### config.mk
export PLATFORM = sky130hd
export DESIGN_NAME = ram_access_ctrl
export DESIGN_NICKNAME = d
export VERILOG_FILES = /design/src/rtl/ram_access_ctrl.sv
export SDC_FILE = /design/constraint.sdc
export NUM_CORES = 1
export LEC_CHECK = 0
export CORE_UTILIZATION = 44
export DETAILED_ROUTE_END_ITERATION = 10
export PLACE_DENSITY = 0.85
export SETUP_SLACK_MARGIN = 0.02
export SLEW_MARGIN = 20
export SYNTH_ARGS = -nofsm -noshare
export SYNTH_HDL_FRONTEND = slang
export SYNTH_SLANG_ARGS = --single-unit
### constraint.sdc
create_clock -name clk -period 2.4 [get_ports clk]
set_input_delay 0.48 -clock clk [delete_from_list [all_inputs] [get_ports clk]]
set_output_delay 0.48 -clock clk [all_outputs]
set_load 0.02 [all_outputs]
### src/rtl/ram_access_ctrl.sv
// Request sequencer in front of a single-port RAM: one outstanding access at a time,
// with parameterised chip-select hold times and a valid/ready response channel.

package ram_access_ctrl_pkg;
    function automatic int addr_bits(input int depth);
        int bits;
        bits = 0;
        while ((64'd1 << bits) < 64'(depth)) bits++;
        return (bits < 1) ? 1 : bits;
    endfunction
endpackage

module ram_access_ctrl
    import ram_access_ctrl_pkg::*;
#(
    parameter int DATA_WIDTH = 8,
    parameter int RAM_DEPTH  = 256,
    parameter int RD_LATENCY = 2,
    parameter int WR_CYCLES  = 1,
    localparam int ADDR_WIDTH = addr_bits(RAM_DEPTH)
) (
    input  logic                  clk,
    input  logic                  rst_n,
    input  logic                  req_valid,
    output logic                  req_ready,
    input  logic                  req_write,
    input  logic [ADDR_WIDTH-1:0] req_addr,
    input  logic [DATA_WIDTH-1:0] req_wdata,
    output logic                  rsp_valid,
    input  logic                  rsp_ready,
    output logic [DATA_WIDTH-1:0] rsp_rdata,
    output logic                  rsp_error,
    output logic                  rsp_was_write,
    output logic [ADDR_WIDTH-1:0] ram_address,
    output logic                  ram_write,
    output logic                  ram_chip_select,
    output logic [DATA_WIDTH-1:0] ram_data_out,
    output logic                  ram_data_oe,
    input  logic [DATA_WIDTH-1:0] ram_data_in
);

    typedef enum logic [1:0] {IDLE, WRITE, READ, RESP} state_t;

    state_t     state;
    logic [3:0] count;
    logic [31:0] addr_ext;
    logic        out_of_range;

    // Unreachable when RAM_DEPTH is a power of two, but kept so odd depths are guarded.
    assign addr_ext     = 32'(req_addr);
    assign out_of_range = (addr_ext >= 32'(RAM_DEPTH));

    always_ff @(posedge clk or negedge rst_n) begin
        if (!rst_n) begin
            state           <= IDLE;
            count           <= '0;
            req_ready       <= 1'b1;
            rsp_valid       <= 1'b0;
            rsp_rdata       <= '0;
            rsp_error       <= 1'b0;
            rsp_was_write   <= 1'b0;
            ram_address     <= '0;
            ram_write       <= 1'b0;
            ram_chip_select <= 1'b0;
            ram_data_out    <= '0;
            ram_data_oe     <= 1'b0;
        end else begin
            case (state)
                IDLE: begin
                    if (req_valid && req_ready) begin
                        req_ready <= 1'b0;
                        if (out_of_range) begin
                            state         <= RESP;
                            rsp_valid     <= 1'b1;
                            rsp_error     <= 1'b1;
                            rsp_rdata     <= '0;
                            rsp_was_write <= req_write;
                        end else if (req_write) begin
                            state           <= WRITE;
                            count           <= 4'(WR_CYCLES - 1);
                            ram_address     <= req_addr;
                            ram_data_out    <= req_wdata;
                            ram_chip_select <= 1'b1;
                            ram_write       <= 1'b1;
                            ram_data_oe     <= 1'b1;
                        end else begin
                            state           <= READ;
                            count           <= 4'(RD_LATENCY - 1);
                            ram_address     <= req_addr;
                            ram_chip_select <= 1'b1;
                        end
                    end
                end

                // oe falls together with write so the data pin is released on the same edge.
                WRITE: begin
                    if (count == 4'd0) begin
                        state           <= RESP;
                        ram_chip_select <= 1'b0;
                        ram_write       <= 1'b0;
                        ram_data_oe     <= 1'b0;
                        ram_address     <= '0;
                        ram_data_out    <= '0;
                        rsp_valid       <= 1'b1;
                        rsp_error       <= 1'b0;
                        rsp_was_write   <= 1'b1;
                        rsp_rdata       <= '0;
                    end else begin
                        count <= count - 4'd1;
                    end
                end

                READ: begin
                    if (count == 4'd0) begin
                        state           <= RESP;
                        ram_chip_select <= 1'b0;
                        ram_address     <= '0;
                        rsp_valid       <= 1'b1;
                        rsp_error       <= 1'b0;
                        rsp_was_write   <= 1'b0;
                        rsp_rdata       <= ram_data_in;
                    end else begin
                        count <= count - 4'd1;
                    end
                end

                RESP: begin
                    if (rsp_ready) begin
                        state         <= IDLE;
                        rsp_valid     <= 1'b0;
                        rsp_error     <= 1'b0;
                        rsp_was_write <= 1'b0;
                        rsp_rdata     <= '0;
                        req_ready     <= 1'b1;
                    end
                end

                default: begin
                    state     <= IDLE;
                    req_ready <= 1'b1;
                end
            endcase
        end
    end

endmodule

==> reports/results.txt, run 1 <==
Share of flip-flops with an asynchronous set or reset -> 100%
Setup total negative slack -> 0 ps
Sequential share of the synthesized area -> 54.0%
Worst path max stage delay -> 460 ps
Syn avg cell area -> 11.9 um^2
Final Power -> 1.10 mW
Global-route wire length before repair -> 6730 um
ANT nets after route -> 0
Post-Syn Nets -> 175
Slew HR -> 47.5%
Pwr Density -> 465 nW/um^2
TritonCTS clock tree -> yes
Initial DRC Count -> 44
FF/Latch Area -> 902 um^2
Area Growth Syn to Fin -> 41.2%
Worst Setup End Kind -> flip-flop
Share of cells above drive strength 1 -> 7.96%
Total GRT Usage -> 21.3%
Yosys Warn Count -> 0
Post_cts resized -> 0
Synthesized area -> 1670 um^2
Cell variety after synth -> 31
Cell row count -> 22
Most common cell after layout, fill and taps aside -> clkdlybuf4s50_1
Worst-path fanout max -> 13
Worst vdd ir -> 0.327 mV
CP Class -> flip-flop to flip-flop
Yosys top cell by area -> dfrtp_1
Gr ovfl total -> 0
Fin. Hold Viols -> 0
Min cycle time layout -> 2180 ps
Worst-Skew Late Latency -> 280 ps
Vias in the first global route -> 1,499
Post-CTS Setup Bufs -> 0
Initial antenna violation count -> 0
CTS sink count -> 36
Status -> completed
Post-synthesis register bit count -> 36
Final Slew Violations -> 0
Mapped Cells -> 140
Clock Skew -> 3.94 ps
Cts hold-fix bufs -> 0
Number of placed I/O pins -> 60
Post-synth EDFFs -> 0
Arrival @ worst endpoint -> 2340 ps
Synth top area share -> 52.4%
Fillers -> 277
DRT Pass-1 Iters -> 4
Worst R2R Setup Slack -> 220 ps
Max cap viols -> 0
Final period utilization -> 90.7%
Core ar. -> 3660 um^2
RePlAce Congestion -> 0.719
Multi-input gate area -> 697 um^2
Die ar. -> 4050 um^2
Drt total wl -> 3940 um
HP Class -> primary input to async pin
Die Wd -> 63.6 um
Top_reg_cell synth -> dfrtp_1
F_max -> 459 MHz
Final setup vio count -> 0
Largest net degree at the start of global routing -> 37
Initial Utilization -> 45.7%
Crit path required time -> 2570 ps
Worst path cell trace -> inv_1 -> ha_1 -> or3b_1 -> buf_4 -> a211o_4 -> a22o_1
CTS max path bufs -> 2
CTS clock-pin slew for the worst setup and hold paths -> 60 ps
Commonest non-fill, non-tap cells in the layout -> clkdlybuf4s50_1, dfrtp_1, a22o_1, a21oi_1
Routed len/inst -> 15.8 um
CP max stage cell -> or3b_1
Hold_ws -> 282 ps
Unrepaired setup endpoints after global routing -> no
CTS Root Cell -> clkbuf_8
Final net count -> 236
Post-DR vias/cell -> 5.64
Startpoint types -> flip-flop
DRC viols -> 0
Port bufs -> 59
Vias -> 1,405
CTS Buf Count -> 5
Measured slew at the worst slew-check pin -> 788 ps
Top cells by area, synth -> dfrtp_1, a22o_1, ha_1
Ant. Diodes -> 0
H-tree Lvls -> 2
Die height -> 63.6 um
Leak -> 1.05 nW
DP HPWL -> 2820 um
-- metrics by stage --
step                      instance area (um^2)  utilization, %  setup WS (ps)  cells
after floorplan                           1670               -            555    140
after global placement                    2280            62.3            327    242
after detailed placement                  2280            62.3            249    242
after CTS                                 2360            64.5            232    249
after global routing                      2360            64.5            113    249
final                                     2360            64.5            222    249
-- worst max-delay path, delay by kind of cell (launching register included) --
family | cells | cell delay [ps]
compound gates | 2 | 650
fa+ha+maj | 1 | 220
simple gates | 1 | 460
buf+inv | 2 | 360
flops | 1 | 380
-- cell usage after synthesis, drive strengths merged (2+ instances only) --
| master | count |
|---|---|
| dfrtp | 35 |
| o21ai | 4 |
| a21o | 2 |
| buf | 5 |
| clkbuf | 2 |
| nand3 | 5 |
| nor2 | 5 |
| nor2b | 2 |
| ha | 6 |
| a21oi | 8 |
| nand2b | 2 |
| nand2 | 6 |
| a22o | 37 |
| o22ai | 2 |
| inv | 6 |
-- kinds of logic (layout without fill, tap and decap cells) --
family | after synthesis | in the layout | synth area share, %
mux | 1 | 1 | 0.674
flops | 36 | 36 | 54.0
buf+inv | 13 | 74 | 4.34
fa+ha+maj | 6 | 6 | 4.49
compound gates | 58 | 58 | 27.8
simple gates | 26 | 26 | 8.68
-- registers in the layout, indices dropped and copies added, names as in the netlist --
register / flops
count: 4
ram_address: 8
ram_chip_select: 1
ram_data_oe: 1
ram_data_out: 8
req_ready: 1
rsp_error: 1
rsp_rdata: 8
rsp_valid: 1
rsp_was_write: 1
state: 2
-- power by group --
group | switching, mW | total [mW] | internal, mW
sequential | 0.00431 | 0.618 | 0.614
clock | 0.191 | 0.388 | 0.197
combinational | 0.0342 | 0.0904 | 0.0562
-- layout make-up --
cell class / count / area share, %
sequential: 36 / 38.2
multi-input combinational: 91 / 29.5
timing repair buffer: 61 / 25.5
clock buffer: 6 / 3.08
tap: 48 / 2.55
inverter: 6 / 0.954
clock inverter: 1 / 0.212
-- worst paths after layout --
check / startpoint / endpoint / cells past startpoint
worst max-delay path: count[0] / rsp_rdata[2] / 6
worst min-delay path: rst_n / state[0] / 1
worst max register to register: count[0] / rsp_rdata[2] / 6
worst min register to register: ram_data_out[4] / ram_data_out[4] / 1
max in group asynchronous: rst_n / ram_chip_select / 1
min in group clk: ram_data_out[4] / ram_data_out[4] / 1
-- layer usage --
layer | vias to the layer above | track usage (%) | wire length [um]
met2 | 40 | 37.8 | 2060
met4 | 0 | 6.53 | 51
met5 | - | 0 | 0
met3 | 6 | 4.53 | 134
li1 | 656 | - | -
met1 | 703 | 25.3 | 1690
No activity file was read; power rests on OpenSTA's default activity.
==> run 2, diff against run 1 <==
--- a/config.mk
+++ b/config.mk
@@ -5,7 +5,8 @@
 export SDC_FILE = /design/constraint.sdc
 export NUM_CORES = 1
 export LEC_CHECK = 0
-export CORE_UTILIZATION = 44
+export ABC_AREA = 1
+export CORE_UTILIZATION = 46
 export DETAILED_ROUTE_END_ITERATION = 10
 export PLACE_DENSITY = 0.85
 export SETUP_SLACK_MARGIN = 0.02
==> reports/results.txt, run 2 <==
Status -> completed
Min cycle time layout -> 1900 ps
Worst vdd ir -> 0.622 mV
Worst path max stage delay -> 600 ps
Final Slew Violations -> 0
CTS Buf Count -> 5
Measured slew at the worst slew-check pin -> 785 ps
Worst-Skew Late Latency -> 280 ps
Vias -> 1,666
Drt total wl -> 3900 um
Largest net degree at the start of global routing -> 37
ANT nets after route -> 0
Regs by FF count -> ram_address (8), ram_data_out (8), rsp_rdata (8)
Share of cells above drive strength 1 -> 8.84%
DRC viols -> 0
Final net count -> 328
F_max -> 525 MHz
Cell variety after synth -> 24
Total GRT Usage -> 20.7%
Commonest non-fill, non-tap cells in the layout -> nand2_1, clkdlybuf4s50_1, dfrtp_1, inv_1, nand3_1
Port bufs -> 59
Leak -> 1.35 nW
Routed len/inst -> 11.4 um
Synthesized area -> 1890 um^2
Sequential share of the synthesized area -> 47.7%
Gr ovfl total -> 0
Cts hold-fix bufs -> 0
Crit path required time -> 1920 ps
Core ar. -> 3800 um^2
Slew HR -> 47.7%
Fin. Hold Viols -> 0
Die height -> 66.1 um
Most common cell after layout, fill and taps aside -> nand2_1
CTS Root Cell -> clkbuf_8
RePlAce Congestion -> 0.804
Die ar. -> 4370 um^2
FF/Latch Area -> 902 um^2
Post-Syn Nets -> 268
Share of flip-flops with an asynchronous set or reset -> 100%
Worst-path fanout max -> 3
Setup total negative slack -> 0 ps
Post-synth EDFFs -> 0
Max cap viols -> 0
CTS sink count -> 36
Fillers -> 326
Final period utilization -> 79.3%
Top Family by Delay on Critical Path -> buffers and inverters
Area Growth Syn to Fin -> 36.7%
Pwr Density -> 1420 nW/um^2
Die Wd -> 66.1 um
Worst Setup End Kind -> output pin
Post-CTS Setup Bufs -> 0
Top cells by area, synth -> dfrtp_1, nand2_1, nand3_1
Number of placed I/O pins -> 60
TritonCTS clock tree -> yes
Most frequent cell after synthesis -> nand2_1
Ant. Diodes -> 0
Initial Utilization -> 49.8%
Final setup vio count -> 0
Worst path cell trace -> clkdlybuf4s50_1
Top_reg_cell synth -> dfrtp_1
Multi-input gate area -> 836 um^2
Initial antenna violation count -> 0
Post-DP Area -> 2500 um^2
CP Buf/Inv Count -> 1
DP HPWL -> 2810 um
CP Class -> flip-flop to output pin
Vias in the first global route -> 1,566
H-tree Lvls -> 2
HP Class -> primary input to async pin
Yosys top cell by area -> dfrtp_1
CP max stage cell -> clkdlybuf4s50_1
Initial DRC Count -> 141
Final cell area excluding filler cells -> 2590 um^2
Syn avg cell area -> 8.12 um^2
Unrepaired setup endpoints after global routing -> no
CTS clock-pin slew for the worst setup and hold paths -> 70 ps
DRT Pass-1 Iters -> 4
Post-DR vias/cell -> 4.87
Synth top area share -> 46.3%
Arrival @ worst endpoint -> 1420 ps
Post-synthesis register bit count -> 36
Post_cts resized -> 0
Clock Skew -> 2.24 ps
Startpoint types -> flip-flop
Yosys Warn Count -> 0
Global-route wire length before repair -> 6860 um
Synth cell count leaders -> nand2_1, dfrtp_1, inv_1
Cell row count -> 22
Mapped Cells -> 233
CTS max path bufs -> 2
run 2: cell count changes after synthesis, sizes merged, moves of 5 or more:
cell | before | now
nand2 | 6 | 92
a22o | 37 | 0
inv | 6 | 30
nand3 | 5 | 26
nand4 | 1 | 10
nor2 | 5 | 12
o21ai | 4 | 10
a21oi | 8 | 3
run 2: path summary, 6_finish.rpt:
path | startpoint | to | slack (ps) | depth (start not counted)
min | rst_n | ram_address[0] | 270 | 1
min in group clk | rsp_rdata[3] | rsp_rdata[3] | 480 | 2
min reg2reg | rsp_rdata[3] | rsp_rdata[3] | 480 | 2
max | req_ready | req_ready | 500 | 1
max in group asynchronous | rst_n | ram_data_out[6] | 1630 | 1
max reg2reg | state[1] | ram_data_out[4] | 710 | 6
run 2: stage by stage:
stage	hold slack (ps)	utilization, %	setup slack (ps)	power (mW)	instances
detailed placement	464	65.7	587	3.26	334
floorplan	184	-	1020	2.58	233
global placement	453	65.7	604	3.20	334
global route	332	68.1	450	4.01	342
CTS	289	68.1	477	3.72	342
finish	273	68.1	497	3.68	342
run 2: final cells by class:
cell class / instances / share of cell area [%]
multi-input cells: 161 / 32.3
clock buffers: 8 / 3.48
flip-flops and latches: 36 / 34.9
repair buffers: 59 / 22.6
well taps: 48 / 2.32
inverters: 30 / 4.35
run 2: routing by layer:
| layer | routed length, um | track usage (%) | vias to the layer above |
|---|---|---|---|
| li1 | - | - | 851 |
| met1 | 1750 | 26.4 | 768 |
| met2 | 1890 | 32.1 | 41 |
| met3 | 187 | 5.86 | 6 |
| met4 | 73 | 9.57 | 0 |
| met5 | 0 | 0 | - |
run 2: where the power goes:
part	internal (mW)	switching [mW]
Combinational	0.861	1.36
Sequential	0.867	0.149
Clock	0.234	0.204
Total	1.96	1.72
run 2: kinds of logic after synthesis:
group,Yosys count,share of synthesized area (%)
compound gates,13,4.83
flops,36,47.7
simple gates,142,35.4
buf+inv,36,8.13
fa+ha+maj,6,3.97
